--- src/rtl/sm4_pkg.sv ---
`default_nettype none
// +----------------------------------------------------------------------+
// | sm4_pkg : shared widths, load-FSM state type and byte-swap helper     |
// | Rev 1.0                                                               |
// +----------------------------------------------------------------------+
package sm4_pkg;

  localparam int BLK_W  = 128;
  localparam int WORD_W = 32;
  localparam int CNT_W  = 8;

  typedef enum logic {LD_IDLE, LD_SHIFT} sm4_ld_state_t;

  // Byte 0 of the bus ([7:0]) maps to internal [127:120].
  function automatic logic [127:0] bswap128(input logic [127:0] d);
    logic [127:0] r;
    r = '0;
    for (int i = 0; i < 16; i++) begin
      r[8*i +: 8] = d[8*(15-i) +: 8];
    end
    return r;
  endfunction

endpackage
`default_nettype wire

--- src/rtl/sm4_sipo_cap.sv ---
`default_nettype none
// +----------------------------------------------------------------------+
// | sm4_sipo_cap : serial result capture, holding register, overflow flag |
// | Rev 1.0                                                               |
// +----------------------------------------------------------------------+
module sm4_sipo_cap #(
  parameter int BLK_W = 128,
  parameter int CNT_W = 8
) (
  input  logic             clk,
  input  logic             rst,
  input  logic             done,
  input  logic             ser_out,
  input  logic             out_ready,
  output logic             ul_ready,
  output logic [BLK_W-1:0] out_blk,
  output logic             out_valid,
  output logic             ovf
);

  logic [BLK_W-2:0] cap_q, cap_d;
  logic [CNT_W-1:0] cnt_q, cnt_d;
  logic [BLK_W-1:0] hold_q, hold_d;
  logic             valid_q, valid_d;
  logic             ovf_q, ovf_d;
  logic [BLK_W-1:0] w_full;
  logic             w_ul_ready;

  assign w_ul_ready = !valid_q | out_ready;
  assign w_full     = {cap_q, ser_out};

  always_comb begin
    cap_d   = cap_q;
    cnt_d   = cnt_q;
    hold_d  = hold_q;
    valid_d = valid_q;
    ovf_d   = ovf_q;
    if (valid_q && out_ready) begin
      valid_d = 1'b0;
    end
    if (done) begin
      cap_d = w_full[BLK_W-2:0];
      if (!w_ul_ready && cnt_q == '0) begin
        ovf_d = 1'b1;
      end
      // Last bit: refill (possibly in the same cycle as a drain) or drop.
      if (cnt_q == CNT_W'(BLK_W-1)) begin
        cnt_d = '0;
        if (w_ul_ready) begin
          hold_d  = w_full;
          valid_d = 1'b1;
        end else begin
          ovf_d = 1'b1;
        end
      end else begin
        cnt_d = cnt_q + CNT_W'(1);
      end
    end
  end

  always_ff @(posedge clk) begin
    if (rst) begin
      cap_q   <= '0;
      cnt_q   <= '0;
      hold_q  <= '0;
      valid_q <= 1'b0;
      ovf_q   <= 1'b0;
    end else begin
      cap_q   <= cap_d;
      cnt_q   <= cnt_d;
      hold_q  <= hold_d;
      valid_q <= valid_d;
      ovf_q   <= ovf_d;
    end
  end

  assign ul_ready  = w_ul_ready;
  assign out_blk   = hold_q;
  assign out_valid = valid_q;
  assign ovf       = ovf_q;

endmodule
`default_nettype wire

--- src/rtl/sm4_serial_io.sv ---
`default_nettype none
// +----------------------------------------------------------------------+
// | sm4_serial_io : block <-> bit-serial bridge for the SM4 datapath      |
// | SM4_IO_BYTESWAP_EN: byte-reverse in_data/out_data at the port         |
// | Rev 1.0                                                               |
// +----------------------------------------------------------------------+
module sm4_serial_io #(
  parameter int BLK_W = sm4_pkg::BLK_W,
  parameter int CNT_W = sm4_pkg::CNT_W
) (
  input  logic             clk,
  input  logic             rst,
  input  logic [BLK_W-1:0] in_data,
  input  logic             in_valid,
  output logic             in_ready,
  output logic             ld_act,
  output logic             ld_done,
  output logic             ser_in,
  input  logic             ser_out,
  input  logic             done,
  output logic             ul_ready,
  output logic [BLK_W-1:0] out_data,
  output logic             out_valid,
  input  logic             out_ready,
  output logic             ovf
);
  import sm4_pkg::*;

  localparam logic [0:0] ST_IDLE  = 1'(LD_IDLE);
  localparam logic [0:0] ST_SHIFT = 1'(LD_SHIFT);

  logic [BLK_W-1:0] in_blk;
  logic [BLK_W-1:0] out_blk;

`ifdef SM4_IO_BYTESWAP_EN
  assign in_blk   = bswap128(in_data);
  assign out_data = bswap128(out_blk);
`else
  assign in_blk   = in_data;
  assign out_data = out_blk;
`endif

  logic [0:0]       state_q, state_d;
  logic [BLK_W-1:0] shreg_q, shreg_d;
  logic [CNT_W-1:0] cnt_q, cnt_d;
  logic             in_ready_q, in_ready_d;
  logic             ld_done_q, ld_done_d;

  always_comb begin
    state_d   = state_q;
    shreg_d   = shreg_q;
    cnt_d     = cnt_q;
    ld_done_d = 1'b0;
    case (state_q)
      ST_IDLE: begin
        if (in_ready_q && in_valid) begin
          shreg_d = in_blk;
          cnt_d   = '0;
          state_d = ST_SHIFT;
        end
      end
      default: begin
        shreg_d = {shreg_q[BLK_W-2:0], 1'b0};
        if (cnt_q == CNT_W'(BLK_W-1)) begin
          state_d   = ST_IDLE;
          ld_done_d = 1'b1;
        end else begin
          cnt_d = cnt_q + CNT_W'(1);
        end
      end
    endcase
    // Registered so in_ready stays low through the reset cycle.
    in_ready_d = (state_d == ST_IDLE);
  end

  always_ff @(posedge clk) begin
    if (rst) begin
      state_q    <= ST_IDLE;
      shreg_q    <= '0;
      cnt_q      <= '0;
      in_ready_q <= 1'b0;
      ld_done_q  <= 1'b0;
    end else begin
      state_q    <= state_d;
      shreg_q    <= shreg_d;
      cnt_q      <= cnt_d;
      in_ready_q <= in_ready_d;
      ld_done_q  <= ld_done_d;
    end
  end

  assign in_ready = in_ready_q;
  assign ld_act   = (state_q == ST_SHIFT);
  assign ld_done  = ld_done_q;
  assign ser_in   = ld_act & shreg_q[BLK_W-1];

  sm4_sipo_cap #(
    .BLK_W (BLK_W),
    .CNT_W (CNT_W)
  ) u_cap (
    .clk       (clk),
    .rst       (rst),
    .done      (done),
    .ser_out   (ser_out),
    .out_ready (out_ready),
    .ul_ready  (ul_ready),
    .out_blk   (out_blk),
    .out_valid (out_valid),
    .ovf       (ovf)
  );

endmodule
`default_nettype wire
--- config.mk ---
export PLATFORM = sky130hd
export DESIGN_NAME = sm4_serial_io
export DESIGN_NICKNAME = d
export VERILOG_FILES = /design/src/rtl/sm4_pkg.sv /design/src/rtl/sm4_sipo_cap.sv /design/src/rtl/sm4_serial_io.sv
export SDC_FILE = /design/constraint.sdc
export NUM_CORES = 1
export LEC_CHECK = 0
export CAP_MARGIN = 40
export CORE_MARGIN = 4
export CORE_UTILIZATION = 35
export CTS_BUF_LIST = sky130_fd_sc_hd__clkbuf_2 sky130_fd_sc_hd__clkbuf_4 sky130_fd_sc_hd__clkbuf_8
export DETAILED_ROUTE_END_ITERATION = 12
export SLEW_MARGIN = 30
export SYNTH_ARGS = -nofsm -noshare
export SYNTH_HDL_FRONTEND = slang
export SYNTH_SLANG_ARGS = --single-unit
export TNS_END_PERCENT = 5
--- constraint.sdc ---
create_clock -name clk -period 4.33 [get_ports clk]
set_input_delay 0.866 -clock clk [delete_from_list [all_inputs] [get_ports clk]]
set_output_delay 0.866 -clock clk [all_outputs]
set_load 0.02 [all_outputs]
# --- Yosys cells after proc, flatten, opt, wreduce, memory -nomap -nowiden ---
# Index checks and enable logic that the tools add are counted.
word_totals:
  regBits: 404
  inputBits: 134
  output_inout_bits: 135
  wordCells: 48
op_classes:
  addsub: 2
  eq_ne: 3
  muxes: 17
  n_bitwise: 4
  n_reduce_logical: 11
op_table:
  columns: ["cell", "count"]
  rows:
  - ["128-bit two-way mux", 2]
  - ["8-bit two-way mux", 4]
  - ["8-bit by 1-bit adder with 8-bit output, second input constant", 2]
  - ["8-bit by 7-bit == test with 1-bit output, second input constant", 2]
  - ["1-bit two-way mux", 11]
  - ["8-bit zero test", 1]
  - ["2-bit OR reduction", 2]
  - ["1-bit logical AND", 3]
  - ["3-bit AND reduction", 1]
  - ["1-bit zero test", 2]
  - ["2-bit inequality test, second input constant", 1]
  - ["1-bit inverter", 2]
  - ["2-bit AND reduction", 1]
  - ["2-bit nonzero test", 1]
  - ["1-bit AND", 1]
  - ["1-bit bitwise OR", 1]

# --- Depth between registers and ports, before layout ---
depth:
  word_depth: 7
  depth_mapped: 7
  ltp_nobuf: 6

# --- Hierarchy ---
# A second synthesis with hierarchy kept.
hier_totals:
  hier_cells: 1632
  hier_area_um2: 15937.8
by_module_without_submodules:
  columns: ["mod", "instances", "cells_per_inst", "area_per_inst_um2", "seq_area_each_um2"]
  rows:
  - ["sm4_sipo_cap", 1, 1024, 9342.7, 5305.1]
  - ["sm4_serial_io", 1, 608, 6595.1, 2782.7]

# --- Least setup slack after synthesis ---
# Ideal clock, no wire load.
synth_path:
  path_kind: "register to output"
  from: "register state_q (netlist: ld_act)"
  to: "output ser_in"
  arrival_ps: 1486
  t_required_ps: 3464
  path_slack_ps: 1978
  path_stages_with_launch: 5
  path_buffers: 3
  path_cell_list: "dfxtp_1 > clkbuf_1 > clkbuf_1 > clkbuf_1 > and2_1"
synth_via:
  elab_chain_len: 1
synth_lines:
  columns: ["item", "line_no", "source"]
  rows:
  - ["start: declaration", "sm4_serial_io.sv:43", "logic [0:0] state_q, state_d;"]
  - ["start signal: assignment", "sm4_serial_io.sv:84", "state_q <= state_d;"]
  - ["1-bit AND", "sm4_serial_io.sv:95", "assign ser_in = ld_act & shreg_q[BLK_W-1];"]
  - ["end: declaration", "sm4_serial_io.sv:18", "output logic ser_in,"]
# Every way passes these cells.

# --- Worst setup path after layout ---
layout_path:
  from: "input out_ready"
  to: "output ul_ready"
layout_via:
  elab_chain_len: 1
layout_lines:
  columns: ["item", "line_no", "source"]
  rows:
  - ["start: declaration", "sm4_serial_io.sv:24", "input logic out_ready,"]
  - ["1-bit bitwise OR", "sm4_sipo_cap.sv:29", "assign w_ul_ready = !valid_q | out_ready;"]
  - ["end: declaration", "sm4_serial_io.sv:21", "output logic ul_ready,"]
# Every way passes these cells.

==> flow_metrics.env <==
export IMPL_outcome="finished clean"
export IMPL_areaGrowthSynthToFinish_pct=28.54
export IMPL_worst_pin_slew_ns=0.8111
export IMPL_syn_cell_area_um2=15480
export IMPL_end_kind="primary output"
export IMPL_skew_ns=0.02228
export IMPL_wire_per_inst_um=13.98
export IMPL_cts_resized=0
export IMPL_arrival_ns=2.20
export IMPL_worstSetupEndpoint="ul_ready"
export IMPL_vias=12439
export IMPL_ff2ff_setup_slack_ns=1.91
export IMPL_clk_pin_slew_ns=0.06
export IMPL_ioPinCount=269
export IMPL_cap_viol_max_count=0
export IMPL_final_nets=2131
export IMPL_remaining_drc_errors=0
export IMPL_die_y_um=218.3
export IMPL_tritoncts="built"
export IMPL_synth_edf_count=0
export IMPL_clkSinkCount=404
export IMPL_gp_congestion=0.7467
export IMPL_yosysTopAreaCellShare=0.5226
export IMPL_worstReg2RegEnd="u_cap.out_blk[41]"
export IMPL_synth_area_leader_cell="dfxtp_1"
export IMPL_worstSetupStartpoint="out_ready"
export IMPL_rr_worst_depth=7
export IMPL_htree_levels=3
export IMPL_synth_seq_cells=404
export IMPL_slew_viol_final=0
export IMPL_vias_per_cell=4.733
export IMPL_peakVddDrop_v=0.0002336
export IMPL_placed_cell_area_um2=18450
export IMPL_first_global_vias=12060
export IMPL_fin_crit_ns=3.062
export IMPL_postLayoutCellArea_um2=19890
export IMPL_drt_first_pass_iters=5
export IMPL_synth_area_per_cell_um2=8.719
export IMPL_cp_max_fo=5
export IMPL_initialDrtViolationCount=688
export IMPL_ys_seq_area_frac=0.5226
export IMPL_antenna_found_initial=3
export IMPL_cts_made_buffers=71
export IMPL_p_per_area_nw_per_um2=400.8
export IMPL_finalCritPeriodShare=0.7071
export IMPL_final_antenna_net_count=0
export IMPL_clk_path_buf_depth=3
export IMPL_hold_viol=0
export IMPL_die_area_um2=47650
export IMPL_fp_coreArea_um2=43360
export IMPL_worst_ep_required_time_ns=3.46
export IMPL_p_leak_nw=7.393
export IMPL_crit_type="input port to primary output"
export IMPL_ys_dominant_reg_cell="dfxtp_1"
export IMPL_min_path_type="flip-flop to flip-flop"
export IMPL_cts_hold_buf=0
export IMPL_synth_most_common_cell="nand2_1"
export IMPL_start_util=0.3569
export IMPL_rows=76
export IMPL_async_flop_share=0
export IMPL_die_x_um=218.3
export IMPL_ys_top_cells_by_count="nand2_1, dfxtp_1, a21oi_1"
export IMPL_rsz0062_at_grt="no"
export IMPL_cts_root_buffer="clkbuf_8"
export IMPL_ys_types=43
export IMPL_grt_overflow=0
export IMPL_yosys_warnings=0
export IMPL_layout_drive_gt1_share=0.1087
export IMPL_synthesis_nets=1912
export IMPL_hpwl_mm=22.82
export IMPL_r2r_start="u_cap.cnt_q[0]"
export IMPL_fin_tns_setup_ns=0
export IMPL_grt_pass1_wl_mm=60.69
export IMPL_slew_headroom=0.4593
export IMPL_start_kind="input port"
export IMPL_clkLatencyLatePin_ns=0.61
export IMPL_io_buffer_count=268
export IMPL_grt_max_degree=140
export IMPL_track_usage=0.1510
export IMPL_synth_cells=1775
export IMPL_total_power_mw=7.973
export IMPL_setup_viol=0
export IMPL_routed_wl_mm=36.74
export IMPL_clock_fmax_ghz=0.3266
export IMPL_cts_setup_buffers=0
export IMPL_synth_area_leaders="dfxtp_1, nand2_1, mux2i_1"
==> per-stage QoR <==
stage	setup slack [ns]	hold WS, ns	std cells	utilization
after floorplan	1.978	0.4294	1775	-
after global routing	1.225	0.4614	2627	0.4587
after detailed placement	1.195	0.4422	2506	0.4254
final	1.268	0.4442	2628	0.4588
after CTS	1.282	0.4420	2627	0.4587
after global placement	1.206	0.4354	2505	0.4248
==> critical path, cell delays in order <==
cell             delay, ns
clkdlybuf4s50_1       0.45
nand2b_1              0.23
clkdlybuf4s50_1       0.65
==> placed cells by master (no fill, tap or decap), types with 8 or more instances in the layout <==
master	Yosys	routed
a21oi_1	212	212
clkinv_2	0	8
mux2i_1	129	129
dfxtp_1	404	403
nor2_1	188	188
buf_4	3	8
clkdlybuf4s50_1	0	266
mux2_2	78	78
clkbuf_4	0	23
nand2_1	517	517
a311oi_1	49	49
clkbuf_8	0	82
==> registers in the layout, indices dropped and copies added, names as in the netlist <==
signal / count
cnt_q: 8
in_ready: 1
ld_act: 1
ld_done: 1
shreg_q: 128
u_cap.cap_q: 127
u_cap.cnt_q: 8
u_cap.out_blk: 128
u_cap.out_valid: 1
u_cap.ovf: 1
==> cells by family after synthesis <==
kind of cell    Yosys count  share of synthesized area
buf+inv                 141                    0.04269
simple gates            736                     0.1841
mux                     207                     0.1402
compound gates          277                     0.1041
flops                   404                     0.5226
xor+xnor                  7                   0.003962
fa+ha+maj                 3                   0.002426
==> routing by layer <==
metal,wire [um],global-route usage,vias to the layer above
met5,22,0,-
met4,777,0.05730,4
met3,3047,0.05840,58
met2,16160,0.2275,293
met1,16740,0.1962,5723
li1,-,-,6361
==> how the worst min path moves through the flow <==
stage | from | end | slack, ns | cells after the start
after floorplan | shreg_q[9] | shreg_q[10] | 0.43 | 2
after global placement | shreg_q[56] | shreg_q[57] | 0.44 | 2
after detailed placement | shreg_q[6] | shreg_q[7] | 0.44 | 2
after CTS | shreg_q[66] | shreg_q[67] | 0.44 | 2
after global routing | shreg_q[56] | shreg_q[57] | 0.46 | 2
final | shreg_q[66] | shreg_q[67] | 0.44 | 2
==> power breakdown <==
part           switching [mW]  total [mW]  leakage, nW  internal, mW
logic                   0.275       0.552         3.34         0.278
clock network            1.55        3.56        0.778          2.00
registers              0.0505        3.86         3.27          3.81
==> final cells by class <==
class / count / area (um^2)
Fill cell: 4277 / 23470
Clock buffer: 105 / 1301
Antenna cell: 1 / 2.502
Inverter: 5 / 23.77
Multi-Input combinational cell: 1230 / 6740
Tap cell: 585 / 732.0
Sequential cell: 404 / 8089
Clock inverter: 16 / 143.9
Timing Repair Buffer: 282 / 2860
Power figures use the tool's default switching activity.
